**config.mk**
```make
export PLATFORM = sky130hd
export DESIGN_NAME = m68k_dtack_gen
export DESIGN_NICKNAME = d
export VERILOG_FILES = /design/src/rtl/m68k_pkg.sv /design/src/rtl/m68k_sync2.sv /design/src/rtl/m68k_dtack_gen.sv
export SDC_FILE = /design/constraint.sdc
export NUM_CORES = 1
export LEC_CHECK = 0
export BUFFER_PORTS_ARGS = -buffer_cell sky130_fd_sc_hd__buf_2
export CORE_MARGIN = 3
export CORE_UTILIZATION = 45
export CTS_BUF_LIST = sky130_fd_sc_hd__clkbuf_8 sky130_fd_sc_hd__clkbuf_16
export CTS_CLUSTER_SIZE = 10
export DETAILED_ROUTE_END_ITERATION = 10
export HOLD_SLACK_MARGIN = 0.02
export PLACE_DENSITY_LB_ADDON = 0.1
export SYNTH_ARGS = -nofsm -noshare
export SYNTH_HDL_FRONTEND = slang
export SYNTH_SLANG_ARGS = --single-unit
```
**constraint.sdc**
```tcl
create_clock -name clk16 -period 1.7 [get_ports clk16]
set_clock_uncertainty 0.15 [all_clocks]
set_input_delay 0.255 -clock clk16 [delete_from_list [all_inputs] [get_ports clk16]]
set_output_delay 0.255 -clock clk16 [all_outputs]
set_load 0.005 [all_outputs]
```
**src/rtl/m68k_pkg.sv**
```systemverilog
// m68k_pkg -- device codes, bus-cycle state encoding and default wait states
// shared by the 68000 CPLD decode/acknowledge logic. Rev 1.0
`default_nettype none

package m68k_pkg;

  localparam logic [3:0] DEV_NONE   = 4'd0;
  localparam logic [3:0] DEV_EEPROM = 4'd1;
  localparam logic [3:0] DEV_RAM    = 4'd2;
  localparam logic [3:0] DEV_OTHER  = 4'd3;

  localparam int DEF_EEPROM_WS = 2;
  localparam int DEF_RAM_WS    = 0;
  localparam int DEF_TIMEOUT   = 100;

  typedef enum logic [1:0] {
    ST_IDLE = 2'd0,
    ST_WAIT = 2'd1,
    ST_ACK  = 2'd2,
    ST_ERR  = 2'd3
  } bus_state_e;

  // Codes outside the known set get no wait states; they are treated as NONE.
  function automatic logic [3:0] ws_for_dev(input logic [3:0] dev,
                                            input logic [3:0] eeprom_ws,
                                            input logic [3:0] ram_ws);
    case (dev)
      DEV_EEPROM: return eeprom_ws;
      DEV_RAM:    return ram_ws;
      default:    return 4'd0;
    endcase
  endfunction

endpackage

`default_nettype wire

```
**src/rtl/m68k_sync2.sv**
```systemverilog
// m68k_sync2 -- two-flop synchroniser, asynchronous active-high reset to 0. Rev 1.0
`default_nettype none

module m68k_sync2 (
  input  logic clk_i,
  input  logic rst_i,
  input  logic d_i,
  output logic q_o
);

  logic meta_q;
  logic sync_q;

  always_ff @(posedge clk_i or posedge rst_i) begin
    if (rst_i) begin
      meta_q <= 1'b0;
      sync_q <= 1'b0;
    end else begin
      meta_q <= d_i;
      sync_q <= meta_q;
    end
  end

  assign q_o = sync_q;

endmodule

`default_nettype wire

```
**src/rtl/m68k_dtack_gen.sv**
```systemverilog
// m68k_dtack_gen -- DTACK/BERR generator with per-device wait states; bus-error
// timeout and NONE-device errors enabled by M68K_BERR_TIMEOUT_EN. Rev 1.0
`default_nettype none

module m68k_dtack_gen
  import m68k_pkg::*;
#(
  parameter int EEPROM_WS = DEF_EEPROM_WS,
  parameter int RAM_WS    = DEF_RAM_WS,
  parameter int TIMEOUT   = DEF_TIMEOUT
) (
  input  logic       clk16,
  input  logic       reset,
  input  logic       as_n,
  input  logic       uds_n,
  input  logic       lds_n,
  input  logic       rw,
  input  logic [3:0] cs,
  input  logic       dtack_trig,
  output logic       dtack_n,
  output logic       berr_n,
  output logic       cycle_rd
);

  generate
    if (TIMEOUT < 1 || TIMEOUT > 127) begin : g_bad_timeout
      $error("m68k_dtack_gen: TIMEOUT must be 1..127");
    end
    if (EEPROM_WS < 0 || EEPROM_WS > 15 || RAM_WS < 0 || RAM_WS > 15) begin : g_bad_ws
      $error("m68k_dtack_gen: wait states must be 0..15");
    end
  endgenerate

  bus_state_e state_q, state_d;
  logic [3:0] ws_cnt_q, ws_cnt_d;
  logic [3:0] cs_q, cs_d;
  logic       cycle_rd_q, cycle_rd_d;
  logic       dtack_n_q;
  logic       trig_sync;
  logic       strobe_low;
  logic       ack_ok;

  m68k_sync2 u_trig_sync (
    .clk_i (clk16),
    .rst_i (reset),
    .d_i   (dtack_trig),
    .q_o   (trig_sync)
  );

  assign strobe_low = ~(uds_n & lds_n);

`ifdef M68K_BERR_TIMEOUT_EN
  logic [6:0] to_cnt_q, to_cnt_d;
  logic       berr_n_q;
  logic       err_now;
`endif

  always_comb begin
    ack_ok = 1'b0;
    case (cs_q)
      DEV_EEPROM, DEV_RAM: ack_ok = (ws_cnt_q == 4'd0) && strobe_low;
      DEV_OTHER:           ack_ok = trig_sync && strobe_low;
`ifdef M68K_BERR_TIMEOUT_EN
      default:             ack_ok = 1'b0;
`else
      default:             ack_ok = (ws_cnt_q == 4'd0) && strobe_low;
`endif
    endcase
  end

`ifdef M68K_BERR_TIMEOUT_EN
  // Unknown device codes error out immediately, like NONE.
  assign err_now = (cs_q != DEV_EEPROM && cs_q != DEV_RAM && cs_q != DEV_OTHER) ||
                   (to_cnt_q == 7'(TIMEOUT - 1));
`endif

  always_comb begin
    state_d    = state_q;
    ws_cnt_d   = ws_cnt_q;
    cs_d       = cs_q;
    cycle_rd_d = cycle_rd_q;
`ifdef M68K_BERR_TIMEOUT_EN
    to_cnt_d   = to_cnt_q;
`endif
    unique case (state_q)
      ST_IDLE: begin
`ifdef M68K_BERR_TIMEOUT_EN
        to_cnt_d = 7'd0;
`endif
        if (!as_n) begin
          state_d    = ST_WAIT;
          cs_d       = cs;
          cycle_rd_d = rw;
          ws_cnt_d   = ws_for_dev(cs, 4'(EEPROM_WS), 4'(RAM_WS));
        end
      end
      ST_WAIT: begin
        if (ws_cnt_q != 4'd0) ws_cnt_d = ws_cnt_q - 4'd1;
`ifdef M68K_BERR_TIMEOUT_EN
        if (to_cnt_q != 7'h7F) to_cnt_d = to_cnt_q + 7'd1;
`endif
        // Abort beats acknowledge; acknowledge beats timeout on the same edge.
        if (as_n)        state_d = ST_IDLE;
        else if (ack_ok) state_d = ST_ACK;
`ifdef M68K_BERR_TIMEOUT_EN
        else if (err_now) state_d = ST_ERR;
`endif
      end
      ST_ACK: begin
        if (as_n) state_d = ST_IDLE;
      end
`ifdef M68K_BERR_TIMEOUT_EN
      ST_ERR: begin
        if (as_n) state_d = ST_IDLE;
      end
`endif
      default: state_d = ST_IDLE;
    endcase
  end

  always_ff @(posedge clk16 or posedge reset) begin
    if (reset) begin
      state_q    <= ST_IDLE;
      ws_cnt_q   <= 4'd0;
      cs_q       <= DEV_NONE;
      cycle_rd_q <= 1'b1;
      dtack_n_q  <= 1'b1;
    end else begin
      state_q    <= state_d;
      ws_cnt_q   <= ws_cnt_d;
      cs_q       <= cs_d;
      cycle_rd_q <= cycle_rd_d;
      dtack_n_q  <= (state_d != ST_ACK);
    end
  end

`ifdef M68K_BERR_TIMEOUT_EN
  always_ff @(posedge clk16 or posedge reset) begin
    if (reset) begin
      to_cnt_q <= 7'd0;
      berr_n_q <= 1'b1;
    end else begin
      to_cnt_q <= to_cnt_d;
      berr_n_q <= (state_d != ST_ERR);
    end
  end

  assign berr_n = berr_n_q;
`else
  assign berr_n = 1'b1;
`endif

  assign dtack_n  = dtack_n_q;
  assign cycle_rd = cycle_rd_q;

endmodule

`default_nettype wire

```
=== After elaboration in Yosys (flattened, before gate mapping) ===
Cells that the tools add are included.

* Bits in read-only memories: 0
* Input bits: 11
* Flip-flop bits (word level): 14
* Memories kept: 0
* RAM bits: 0
* Latch bits: 0

* Bitwise operators: 3
* Add/sub/neg operators: 1
* Reduce and logical (&&, ||, !) cells: 8
* Muxes and demuxes: 10
* Divide/modulo/power cells: 0
* Shifts and indexed selects: 0
* Magnitude comparators: 0
* $mul: 0
* Eq/ne operators: 7

{| class="wikitable"
|+ Operator list
! cell !! count
|-
| 2-bit 2-to-1 mux || 5
|-
| 4-bit 2-to-1 mux || 2
|-
| 4-bit one-hot mux with 2 select lines || 1
|-
| 2-bit inequality test, second input constant || 3
|-
| 2-bit one-hot mux with 3 select lines || 1
|-
| 4-bit by 1-bit == test with 1-bit output, second input constant || 1
|-
| 4-bit by 2-bit == test with 1-bit output, second input constant || 1
|-
| 4-bit zero test || 1
|-
| 4-bit nonzero test || 1
|-
| 4-bit by 1-bit subtractor with 4-bit output, second input constant || 1
|-
| 3-bit AND reduction || 1
|-
| 2-bit by 1-bit == test with 1-bit output, second input constant || 1
|-
| 2-bit == test, second input constant || 1
|-
| 1-bit logical AND || 2
|-
| 2-bit zero test || 1
|-
| 1-bit inverter || 2
|-
| 2-bit AND reduction || 1
|-
| 2-bit nonzero test || 1
|-
| 1-bit bitwise AND || 1
|-
| 1-bit 2-to-1 mux || 1
|}

=== Longest topological paths before layout ===
Gate-level depths: netlist of the first run.

* Word-level depth: 8
* Mapped depth: 5
* Gate-level depth less buffers: 5

=== Modules after synthesis ===
Synthesis of the first run repeated with hierarchy kept, for this count alone.

* Cells, all modules: 59
* Area total of the unflattened synthesis: 694.4 sq um

{| class="wikitable"
|+ Modules (own cells, without submodules)
! module !! seq. area each (sq um) !! area an instance (sq um) !! cells an instance !! times used
|-
| m68k_dtack_gen || 302.8 || 640.6 || 56 || 1
|-
| m68k_sync2 || 50.0 || 53.8 || 3 || 1
|}

=== Worst setup path after synthesis of the first run ===
OpenSTA, ideal clock, no wires.

* Path kind: register -> register
* Start point: register ws_cnt_q[0]
* End point: register state_q[1]
* Buffers on the path: 0
* Slack: 0.130 ns
* Setup time: 0.122 ns
* Clock period less this slack: 1.570 ns
* Arrival: 1.299 ns
* Stages on the path, launching flop included: 6
* Path through: dfrtp_1 inv_1 ha_1 nor3b_2 mux2_2 a32o_1

* Word-level cells in the longest chain between the ends: 6

{| class="wikitable"
|+ Ends and longest elaborated chain
! element !! line !! text
|-
| start, declared || m68k_dtack_gen.sv:35 || <nowiki>logic [3:0] ws_cnt_q, ws_cnt_d;</nowiki>
|-
| start signal, assigned || m68k_dtack_gen.sv:130 || <nowiki>ws_cnt_q <= ws_cnt_d;</nowiki>
|-
| 4-bit zero test || m68k_dtack_gen.sv:61, m68k_dtack_gen.sv:66 ||
|-
| 1-bit logical AND || m68k_dtack_gen.sv:61, m68k_dtack_gen.sv:66 ||
|-
| 1-bit 2-to-1 mux || -- ||
|-
| 2-bit 2-to-1 mux || m68k_dtack_gen.sv:104 || <nowiki>else if (ack_ok) state_d = ST_ACK;</nowiki>
|-
| 2-bit 2-to-1 mux || m68k_dtack_gen.sv:103 || <nowiki>if (as_n) state_d = ST_IDLE;</nowiki>
|-
| 2-bit one-hot mux with 3 select lines || m68k_dtack_gen.sv:85 || <nowiki>unique case (state_q)</nowiki>
|-
| net state_d[1] || m68k_dtack_gen.sv:34 || <nowiki>bus_state_e state_q, state_d;</nowiki>
|-
| end signal, assigned || m68k_dtack_gen.sv:129 || <nowiki>state_q <= state_d;</nowiki>
|-
| end, declared || m68k_dtack_gen.sv:34 ||
|}

The timed path passes the listed nets, and every way through them passes these cells.
A chain may end at the register's enable or synchronous reset.

=== Final worst setup path of the first run ===
* Start point: register ws_cnt_q[1]
* End point: register state_q[1]

Same word-level chain as after synthesis.

==> results.md, run 1 <==
- The run finished with clean final reports.
- The die width is ~45 um.
- CTS built an H-tree with a depth of 1.
- After routing, the total negative slack on setup checks comes to 0 ns.
- In this run, CTS created clock tree buffers numbering 3.
- During placement, the flow inserted port buffers numbering 12.
- The global-route wire length before repair is about 1900 um.
- Headroom to the max-slew limit came out at between 60% and 70%.
- The total power is around 1.3 mW.
- The pin slew with the least headroom to its limit is approximately 0.55 ns.
- The critical path goes through inv_1 > ha_1 > nor3b_2 > mux2_2 > a32o_1.
- The class of the worst hold path is input port to flip-flop.
- By area the synthesized netlist is led by dfrtp_1 44%, mux2_2 12%, dfstp_2 7.7%.
- The final period demand of the worst path is 1.60 ns.
- The start point of the worst hold path is rw.
- The floorplan die area is ~2000 sq um.
- Of the synthesized area, sequential elements account for 51.7%.
- The number of buffers inserted to repair setup after CTS is 0.
- The detailed-route DRC error count is 0.
- The cell internal power dissipation is 898 uW.
- The switching power is 409 uW.
- The number of max-slew violations in the final report is 0.
- The critical path is of the flip-flop to flip-flop type.
- The later-pin clock latency in the skew report is approximately 0.24 ns.
- The initial utilization of the core area, before any placement, comes to between 40 and 50%.
- For this run, the post-layout net count is 89.
- The number of max-cap violations is 0.
- Setup repair after global routing left no endpoint under its margin.
- The area growth from synthesis to final layout is 21.1%.
- STA classifies the critical path endpoint as a flip-flop.
- The count of yosys warnings during synthesis is 0.
- The via count of the first global-routing pass was around 470.
- The worst flop-to-flop path startpoint is ws_cnt_q[1].
- The number of vias per cell is ~5.5.
- The number of different library cells used by synthesis comes to 28.
- The worst setup path is launched from a flip-flop.
- In this run the standard cell core region covers 1370 sq um.
- Across all register-to-register paths, the minimum setup slack is about 0.10 ns.
- The number of iterations in the first detailed-routing pass is 2.
- The share of the synthesized area in the top cell type is between 40% and 50%.
- In the final routed layout, each cell accounts on average for ~14 um.
- The synthesized instance count is 57.
- The family of cells with the greatest summed delay on the critical path is flip-flops.
- The largest buffer count on any clock path is 2.
- The cell area power density is approximately 1600 nW/um^2.
- The final global-route overflow total is 0.
- Global routing used around 14% of the available tracks.
- The total routed wirelength is between 1000 and 1500 um.
- The placed instances occupy a cell area of roughly 760 sq um.
- The detailed router placed about 490 vias in this run.
- The root buffer cell is clkbuf_8.
- Along the worst hold path, the cell count comes to 2.
- The number of routed nets with antenna violations is 0.
- The post-route worst setup slack is approximately 0.10 ns.
- Entering global routing, the biggest net connects 15 pins.
- The count of buffering cells on the critical path with inverters included is 1.
- The HPWL reported at the end of detailed placement is 891 um.
- A synthesized cell averages about 12 sq um.
- The path with the worst hold slack has its endpoint at cycle_rd.
- The top-level port count is 14.
- For the worst flop-to-flop path, the logic depth is 5.
- In this run switching power makes up a little under a third of total power.
- Before CTS, the worst setup slack after placement is around 0.096 ns.
- The tree built by TritonCTS fans out to 14 sinks.
- The post-synthesis net count is 70.
- At the end of the flow the core is filled with cells to approximately three fifths.
- Setup violations remaining at the end of the flow were counted as 0.
- The combinational cell fraction of total power is 37.7%.
- In the layout the commonest cells are 12 x dfrtp_1, 12 x buf_2, 7 x mux2_2.
- The synthesized flop and latch total is 14.
- The number of antenna violations at the first check in global routing is 0.
- The cell area after synthesis is ~680 sq um.
- The share of post-route cells with drive strength above 1 is ~38%.
- The post-cts sizing count is 0.
- In this run the worst path has a maximum fanout of 4.
- The part of the total power dissipated in sequential elements is between 40 and 50%.
- VDD sags by at most 0.737 mV.
- For this block, the initial DRC count from the detailed router was 9.
- The height of the die is 44.9 um.
- The last weighted congestion value of the routability-driven placer is 0.765.
- The finished cells cover between 800 and 900 sq um.
- The achievable frequency is around 620 MHz.
- The number of antenna diodes in the final layout is 0.
- The clock network fraction of design power is between 20% and 30%.
- The clock edge transition at the registers on the reported setup and hold paths is 0.05 ns.
- The final critical path takes up around 94% of the cycle.
- The data arrival time of the worst path is around 1.6 ns.
- The synthesized design spends more area on one cell type than any other, namely dfrtp_1.
- On the critical path, the stage with the largest delay is an instance of dfrtp_1.
- Data on the critical path is required at its endpoint by around 1.7 ns.
- The reg-to-reg critical path endpoint is state_q[1].
- The largest incremental delay on the critical path is between 0.3 and 0.4 ns.
- The clock tree from TritonCTS is built.
- After floorplanning, the core was divided into 13 placement rows.
- The leakage power is between 0.3 and 0.4 nW.
- The number of failing hold endpoints at the final stage was 0.
[Yosys cell counts]
| master | number |
|---|---|
| or2b_1 | 1 |
| a32o_1 | 1 |
| ha_1 | 2 |
| o21ai_1 | 1 |
| dfrtp_1 | 12 |
| a32oi_1 | 1 |
| nor4_1 | 1 |
| nor3b_2 | 1 |
| a21boi_0 | 1 |
| a211oi_1 | 1 |
| o21ai_0 | 3 |
| buf_4 | 1 |
| nor3_2 | 1 |
| nor4bb_1 | 1 |
| inv_1 | 5 |
| mux2i_1 | 2 |
| nor4b_1 | 1 |
| nor2_1 | 3 |
| clkbuf_1 | 1 |
| a2bb2oi_1 | 1 |
| mux2_2 | 7 |
| dfstp_2 | 2 |
| or3b_1 | 1 |
| conb_1 | 1 |
| nor2b_1 | 1 |
| or4b_1 | 1 |
| a21oi_1 | 2 |
| a21o_1 | 1 |
[timing repair]
action / in CTS / in global routing
endpoints found under the hold margin: 13 / 0
setup endpoints to repair: 0 / 0
hold buffers: 2 / 0
[area by class of cell]
cell class                 instances  area, sq um
timing repair buffer              16         95.1
fill                             107          541
clock buffer                       3         41.3
tap                               15         18.8
sequential                        14          353
inverter                           5         18.8
multi-input combinational         36          299
[power groups by stage]
stage | clock network (mW) | logic (mW) | registers [mW]
2_1_floorplan | 0 | 0.383 | 0.530
3_3_place_gp | 0 | 0.487 | 0.550
3_5_place_dp | 0 | 0.494 | 0.556
4_1_cts | 0.274 | 0.499 | 0.550
5_1_grt | 0.288 | 0.547 | 0.564
6_report | 0.263 | 0.493 | 0.551
[through the flow]
stage | std cells | hold WS [ns]
final | 89 | 0.102
after global routing | 89 | 0.0945
after CTS | 89 | 0.0990
after detailed placement | 84 | 0.176
after global placement | 84 | 0.160
after floorplan | 57 | -0.00721
[kinds of logic after synthesis]
| kind of cell | after synthesis | share of synthesized area (%) |
|---|---|---|
| muxes | 9 | 14.5 |
| DFF | 14 | 51.7 |
| buffers and inverters | 7 | 4.40 |
| adders and majority gates | 2 | 3.67 |
| other | 1 | 0.550 |
| and+or+nand+nor | 12 | 13.4 |
| AOI/OAI and AO/OA | 12 | 11.7 |
[worst reg2reg max path: stages (launching register included)]
cell and delay, ns:
dfrtp_1 0.35, inv_1 0.08, ha_1 0.19, nor3b_2 0.19, mux2_2 0.29, a32o_1 0.25
[how the worst max path moves through the flow]
stage                      from     endpoint  depth (start not counted)
finish              ws_cnt_q[1]   state_q[1]                          5
global route        ws_cnt_q[1]  ws_cnt_q[1]                          5
CTS                 ws_cnt_q[1]   state_q[1]                          5
detailed placement  ws_cnt_q[1]   state_q[1]                          5
global placement    ws_cnt_q[1]   state_q[1]                          5
floorplan           ws_cnt_q[0]   state_q[1]                          5
[sequential cells by signal, summed over array words and instances (netlist names)]
| signal | cells |
|---|---|
| dtack_n | 1 |
| cs_q | 4 |
| u_trig_sync.q_o | 1 |
| u_trig_sync.meta_q | 1 |
| state_q | 2 |
| cycle_rd | 1 |
| ws_cnt_q | 4 |
[layer usage]
layer | vias to the layer above | global-route usage, % | routed length [um]
met3 | 5 | 4.78 | 49
li1 | 239 | - | -
met2 | 9 | 20.1 | 550
met4 | 0 | 8.77 | 35
met1 | 234 | 17.4 | 569
met5 | - | 0 | 0
No activity file was read; power rests on OpenSTA's default activity.
==> run 2, diff against run 1 <==
Clock period 1.7 ns to 2 ns, I/O delays scaled along.
==> run 2 against run 1 <==
- routed wire length fell by 9.0%
- global-route usage is 0.12 points lower
- fmax is 3.7% lower
- flip-flop and latch count is the same
- first-iteration DRC count down 11%
- critical endpoint unchanged
==> results.md, run 2 (synthesis gave the netlist of run 1 again) <==
- The root buffer cell is clkbuf_8 (unchanged).
- The length in cells of the worst reg-to-reg path was 5 (unchanged).
- Status: completed (unchanged).
- The via count of the first global-routing pass is 454 (was 468).
- The leakage power is 0.386 nW (was 0.389 nW).
- The number of vias per cell is 5.30 (was 5.47).
- The placement row count was 13 (unchanged).
- The pin slew with the least headroom to its limit came to 0.521 ns (was 0.550 ns).
- The final period demand of the worst path was 1.66 ns (was 1.60 ns).
- The height of the die was 44.9 um (unchanged).
- The kind of start point of the critical path is a flip-flop (unchanged).
- The largest buffer count on any clock path is 2 (unchanged).
- The minimum hold slack is 0.130 ns (was 0.102 ns).
- The beginning of the critical path is ws_cnt_q[0] (was ws_cnt_q[1]).
- The reg-to-reg critical path endpoint is state_q[1] (unchanged).
- The share of the clock period used by the worst path is 83.1% (was 94.1%).
- The cell internal power dissipation is 788 uW (was 898 uW).
- The DRC marker count from the first detailed-route iteration is 8 (was 9).
- The global-route wire length before repair is 1880 um (was 1910 um).
- The number of failing hold endpoints at the final stage is 0 (unchanged).
- The floorplan die area is 2020 sq um (unchanged).
- The final global-route overflow total is 0 (unchanged).
- The net switching fraction of the power is 30.3% (was 31.3%).
- The design area is 825 sq um (was 826 sq um).
- The number of antenna violations at the first check in global routing is 0 (unchanged).
- The total power came to 1.13 mW (was 1.31 mW).
- Commonest non-fill, non-tap cells in the layout: 12 x dfrtp_1, 12 x buf_2, 7 x mux2_2 (unchanged).
- The HPWL reported at the end of detailed placement is 820 um (was 891 um).
- The worst endpoint required time is 1.99 ns (was 1.68 ns).
- The CTS H-tree depth is 1 (unchanged).
- The hold path endpoint is cycle_rd (unchanged).
- The clock edge transition at the registers on the reported setup and hold paths was 0.06 ns (was 0.05 ns).
- The number of nets at the end of the flow is 87 (was 89).
- The number of antenna cells inserted came to 0 (unchanged).
- The total routed wirelength was 1100 um (was 1210 um).
- The die width was 44.9 um (unchanged).
- The combinational cell fraction of total power was 34.2% (was 37.7%).
- The cell area power density is 1370 nW/um^2 (was 1580 nW/um^2).
- The global-route usage over all layers is 13.7% (was 13.8%).
- The routed via count came to 466 (was 487).
- The worst flop-to-flop path startpoint is ws_cnt_q[0] (was ws_cnt_q[1]).
- The part of the total power dissipated in sequential elements came to 41.5% (was 42.2%).
- The number of buffers inserted during clock tree synthesis is 3 (unchanged).
- The start point of the worst hold path is rw (unchanged).
- The share of post-route cells with drive strength above 1 was 37.0% (was 37.8%).
- The starting density of the core is 49.9% (unchanged).
- The register-to-register setup slack is 0.34 ns (was 0.1 ns).
- The data arrival time of the worst path is 1.65 ns (was 1.58 ns).
- The top-level port count is 14 (unchanged).
- Unrepaired setup endpoints after global routing: no (unchanged).
- The later-pin clock latency in the skew report is 0.25 ns (was 0.24 ns).
- The total negative slack is 0 ns (unchanged).
- The maximum fanout along the worst path is 5 (was 4).
- The number of max-cap violations came to 0 (unchanged).
- The kind of critical path is flip-flop to flip-flop (unchanged).
- The number of buffers added on ports came to 12 (unchanged).
- The class of the worst hold path is input port to flip-flop (unchanged).
- The pin count of the biggest net entering global routing is 15 (unchanged).
- The post-layout instance count excluding filler cells is 88 (was 89).
- The detailed-route DRC error count came to 0 (unchanged).
- The last weighted congestion value of the routability-driven placer came to 0.762 (was 0.765).
- The placed instance area is 749 sq um (was 764 sq um).
- The clock sink count is 14 (unchanged).
- Regs by FF count: cs_q x4, ws_cnt_q x4, state_q x2 (unchanged).
- The number of max-slew violations in the final report is 0 (unchanged).
- The category of the worst setup path capture point is a flip-flop (unchanged).
- The number of routed nets with antenna violations is 0 (unchanged).
- The area growth from synthesis to final layout is 20.9% (was 21.1%).
- The worst max-slew margin expressed relative to the limit is 65.2% (was 63.3%).
- The achievable frequency was 602 MHz (was 625 MHz).
- The instance count along the most critical hold path came to 2 (unchanged).
- The number of iterations in the first detailed-routing pass was 4 (was 2).
- The count of final setup violators is 0 (unchanged).
- The total instance count after detailed placement is 82 (was 84).
- The clock tree from TritonCTS is built (unchanged).
- The core box area is 1370 sq um (unchanged).
- The clock network fraction of design power is 24.3% (was 20.1%).
- The average detailed-routed wire length per instance is 12.5 um (was 13.5 um).
- The maximum VDD drop is 0.655 mV (was 0.737 mV).
- The switching power was 342 uW (was 409 uW).
-- run 2: what timing repair did --
item,4_1_cts,5_1_grt
endpoints found under the hold margin,13,0
hold buffers,2,0
setup buffers,0,0
gates resized for setup,0,0
-- run 2: cell type report --
cell class | instances | area, sq um
clock buffer | 4 | 55.1
multi-input combinational | 36 | 299
sequential | 14 | 353
tap | 15 | 18.8
inverter | 5 | 18.8
fill | 119 | 542
timing repair buffer | 14 | 80.1
-- run 2: layer usage --
metal	vias to the layer above	part of all wire, %	global-route usage (%)	wire length, um
met5	-	0	0	0
met4	0	3.2	10.5	35
met3	5	5.3	4.78	58
met2	11	44	19.5	486
met1	218	47	16.8	515
li1	232	-	-	-
-- run 2: power groups by stage --
stage                     logic (mW)  clock network [mW]  registers [mW]
after floorplan                0.325                   0           0.451
after global placement         0.384                   0           0.476
after detailed placement       0.387                   0           0.474
after CTS                      0.392               0.283           0.469
after global routing           0.435               0.302           0.486
final                          0.387               0.275           0.468
-- run 2: metrics by stage --
step                      worst slack (ns)  util (%)
after CTS                            0.334      60.3
final                                0.338      60.3
after global placement               0.345      54.9
after global routing                 0.257      60.3
after floorplan                      0.430         -
after detailed placement             0.350      54.9
-- run 2: worst max-delay path, cell delays in order, from the launching register on --
cell and delay [ns]:
dfrtp_1 0.40, inv_1 0.08, ha_1 0.21, nor3b_2 0.19
mux2_2 0.29, a32o_1 0.24
-- run 2: how the worst max path moves through the flow --
stage,endpoint,slack [ns]
after floorplan,state_q[1],0.43
after detailed placement,state_q[1],0.35
after global routing,ws_cnt_q[1],0.26
final,state_q[1],0.34
after CTS,state_q[1],0.33
after global placement,state_q[1],0.34
==> run 3, diff against run 2 <==
Settings changed: ABC_AREA set to 1.
Clock period 2 ns to 1.7 ns, I/O delays scaled along.
==> run 3 against run 2 <==
- register-to-register slack improved by 0.03 ns
- critical path depth rose by 3
- via count rose by 12%
- clock-buffer cell count did not move
- fmax rose by 24%
- critical path type unchanged
- total power rose by 22%
- sequential share of layout area rose by 0.53 points
- critical endpoint is now ws_cnt_q[3]
- first-iteration DRC count fell by 38%
- non-clock buffer count did not move
- routed wire length rose by 4.2%
- sequential power rose by 16%
==> results.md, run 3 <==
- The cell area after synthesis is 679 sq um (was 682 sq um).
- The hold path endpoint is state_q[1] (was cycle_rd).
- The kind of start point of the critical path is a flip-flop (unchanged).
- The number of max-slew violations in the final report is 0 (unchanged).
- The number of max-cap violations is 0 (unchanged).
- The number of nets at the end of the flow was 110 (was 87).
- The height of the die came to 44.9 um (about the same).
- The largest buffer count on any clock path is 2 (unchanged).
- The sequential fraction of the synthesis area is 51.9% (was 51.7%).
- The cell area power density is 1700 nW/um^2 (was 1370 nW/um^2).
- The length in cells of the worst reg-to-reg path was 8 (was 5).
- The class of the worst hold path is input port to flip-flop (unchanged).
- The kind of critical path is flip-flop to flip-flop (unchanged).
- The maximum fanout along the worst path is 4 (was 5).
- The clock tree from TritonCTS is built (unchanged).
- The switching power is 506 uW (was 342 uW).
- The number of failing hold endpoints at the final stage is 0 (unchanged).
- The number of iterations in the first detailed-routing pass came to 4 (unchanged).
- The detailed-route DRC error count is 0 (unchanged).
- Commonest cells in the synthesized netlist: 23 x nand2_1, 12 x dfrtp_1, 11 x inv_1 (was 12 x dfrtp_1, 7 x mux2_2, 5 x inv_1).
- The number of vias per cell is 4.70 (was 5.30).
- The count of yosys warnings during synthesis was 0 (unchanged).
- The number of buffers added on ports was 12 (unchanged).
- The DRC marker count from the first detailed-route iteration is 5 (was 8).
- The die width is 44.9 um (about the same).
- The worst max-slew margin expressed relative to the limit is 65.7% (was 65.2%).
- The category of the worst setup path capture point is a flip-flop (unchanged).
- The beginning of the critical path is ws_cnt_q[0] (unchanged).
- The synthesized instance count is 80 (was 57).
- The post-placement worst setup slack is 0.358 ns (was 0.350 ns).
- The HPWL reported at the end of detailed placement is 848 um (was 820 um).
- The number of antenna cells inserted is 0 (unchanged).
- The instance count along the most critical hold path came to 2 (unchanged).
- The pin slew with the least headroom to its limit is 0.514 ns (was 0.521 ns).
- Regs by FF count: cs_q x4, ws_cnt_q x4, state_q x2 (unchanged).
- The combinational cell fraction of total power came to 37.4% (was 34.2%).
- The placed instance area is 739 sq um (was 749 sq um).
- The flip-flop cell with the highest count after synthesis was dfrtp_1 (unchanged).
- The CTS H-tree depth is 1 (unchanged).
- The net switching fraction of the power is 36.6% (was 30.3%).
- The total routed wirelength is 1140 um (was 1100 um).
- The leakage power came to 0.445 nW (was 0.386 nW).
- The pin count of the biggest net entering global routing came to 15 (unchanged).
- The register-to-register setup slack is 0.36 ns (was 0.34 ns).
- The global-route wire length before repair is 1970 um (was 1880 um).
- The share of the synthesized area in the top cell type is 44.2% (was 44.0%).
- The final global-route overflow total is 0 (unchanged).
- The clock edge transition at the registers on the reported setup and hold paths is 0.06 ns (about the same).
- The post-route worst setup slack is 0.364 ns (was 0.338 ns).
- The most instantiated library cell after synthesis is nand2_1 (was dfrtp_1).
- The number of enable flip-flop cells after synthesis is 0 (unchanged).
- The design area was 815 sq um (was 825 sq um).
- The later-pin clock latency in the skew report is 0.25 ns (about the same).
- The part of the total power dissipated in sequential elements is 39.1% (was 41.5%).
- The maximum VDD drop was 1.05 mV (was 0.655 mV).
- The top-level port count is 14 (unchanged).
- The clock sink count came to 14 (unchanged).
- The number of buffers inserted during clock tree synthesis was 3 (unchanged).
- The proportion of register bits with asynchronous set or reset after synthesis was 100% (unchanged).
- The largest area contributor in the synthesized netlist is dfrtp_1 (unchanged).
- The share of post-route cells with drive strength above 1 came to 29.2% (was 37.0%).
- The worst flop-to-flop path startpoint is ws_cnt_q[0] (unchanged).
- The clock network fraction of design power was 23.4% (was 24.3%).
- The number of routed nets with antenna violations is 0 (unchanged).
- The routed via count is 522 (was 466).
- The post-cts sizing count came to 0 (unchanged).
- The root buffer cell is clkbuf_8 (unchanged).
- The placement row count came to 13 (unchanged).
- The post-synthesis average cell area was 8.49 sq um (was 12.0 sq um).
- The reg-to-reg critical path endpoint is ws_cnt_q[3] (was state_q[1]).
- The start point of the worst hold path is as_n (was rw).
- The post-synthesis net count is 93 (was 70).
- The area growth from synthesis to final layout is 19.9% (was 20.9%).
- The post-layout instance count excluding filler cells came to 111 (was 88).
- The synthesized flop and latch total is 14 (unchanged).
- The library cell used most frequently in the layout, excluding fill and tap cells, is nand2_1.
- Commonest non-fill, non-tap cells in the layout: 23 x nand2_1, 12 x dfrtp_1, 12 x buf_2 (was 12 x dfrtp_1, 12 x buf_2, 7 x mux2_2).
- The core box area was 1350 sq um (was 1370 sq um).
- The achievable frequency is 748 MHz (was 602 MHz).
- The total instance count after detailed placement is 105 (was 82).
- The data arrival time of the worst path is 1.33 ns (was 1.65 ns).
- The cell internal power dissipation is 877 uW (was 788 uW).
- Unrepaired setup endpoints after global routing: no (unchanged).
- Status: completed (unchanged).
- The share of the clock period used by the worst path is 78.6% (was 83.1%).
- The last weighted congestion value of the routability-driven placer came to 0.658 (was 0.762).
- The via count of the first global-routing pass is 488 (was 454).
- The floorplan die area came to 2010 sq um (was 2020 sq um).
- The count of final setup violators is 0 (unchanged).
- The final period demand of the worst path is 1.34 ns (was 1.66 ns).
- The total negative slack was 0 ns (unchanged).
- The worst endpoint required time is 1.69 ns (was 1.99 ns).
- The average detailed-routed wire length per instance is 10.3 um (was 12.5 um).
- Cells taking the most area after synthesis: dfrtp_1 44%, nand2_1 13%, dfstp_2 7.7% (was dfrtp_1 44%, mux2_2 12%, dfstp_2 7.7%).
- The starting density of the core is 50.3% (was 49.9%).
- The number of distinct library cells after synthesis is 18 (was 28).
- The global-route usage over all layers is 13.8% (was 13.7%).
- The number of antenna violations at the first check in global routing is 0 (unchanged).
## run 3: cell count changes after synthesis, moves of 2 or more
cell     previous run  this run
nand3_1             0         6
nand4_1             0         2
mux2i_1             2         0
nor2_2              0         4
inv_1               5        11
nand2_2             0         2
nand2_1             0        23
mux2_2              7         0
o21ai_2             0         3
## run 3: kinds of logic (layout without fill, tap and decap cells)
| logic type | Yosys count | in the layout | synth area share [%] |
|---|---|---|---|
| AO/OA/AOI/OAI | 9 | 9 | 8.29 |
| buffers and inverters | 14 | 30 | 9.39 |
| other | 1 | 1 | 0.552 |
| adder cells (fa/ha/maj) | 2 | 2 | 3.68 |
| AND/OR/NAND/NOR | 40 | 40 | 26.1 |
| flip-flops | 14 | 14 | 51.9 |
## run 3: through the flow
stage | util [%] | total power [mW] | hold WS [ns]
floorplan | - | 0.972 | -0.00721
detailed placement | 54.8 | 1.07 | 0.167
global route | 60.3 | 1.52 | 0.0459
global placement | 54.8 | 1.06 | 0.170
CTS | 60.3 | 1.41 | 0.0395
finish | 60.3 | 1.38 | 0.0484
## run 3: cell type report
class,count,area [sq um]
Clock buffer,4,55.1
Inverter,12,45.0
Sequential cell,14,353
Fill cell,124,536
Multi-Input combinational cell,52,263
Tap cell,15,18.8
Timing Repair Buffer,14,80.1
## run 3: power by group through the flow
stage | sequential [mW] | combinational [mW] | clock (mW)
4_1_cts | 0.543 | 0.528 | 0.337
2_1_floorplan | 0.536 | 0.436 | 0
3_3_place_gp | 0.542 | 0.514 | 0
5_1_grt | 0.554 | 0.622 | 0.347
3_5_place_dp | 0.549 | 0.523 | 0
6_report | 0.542 | 0.518 | 0.325
## run 3: what timing repair did
action                                 in CTS  in global routing
hold buffers                                2                  0
setup buffers                               0                  0
endpoints found under the hold margin      13                  0
## run 3: worst max-delay path by stage
stage | endpoint
floorplan | ws_cnt_q[3]
global placement | ws_cnt_q[3]
detailed placement | ws_cnt_q[3]
CTS | ws_cnt_q[3]
global route | ws_cnt_q[3]
finish | ws_cnt_q[3]
## run 3: metal layers
| layer | part of all wire, % | global-route usage (%) | up-vias |
|---|---|---|---|
| li1 | - | - | 285 |
| met1 | 48 | 17.7 | 224 |
| met2 | 46 | 20.6 | 11 |
| met3 | 4.6 | 5.98 | 2 |
| met4 | 1.7 | 5.26 | 0 |
| met5 | 0 | 0 | - |
## run 3: worst max-delay path, cell delays in order (launching register included)
cell and delay [ns]:
dfrtp_1 0.35, inv_1 0.07, ha_1 0.20, nand2_1 0.11, nand2_2 0.08, nor2_2 0.10, nand2_1 0.06, nand2_1 0.07
nor2_2 0.04
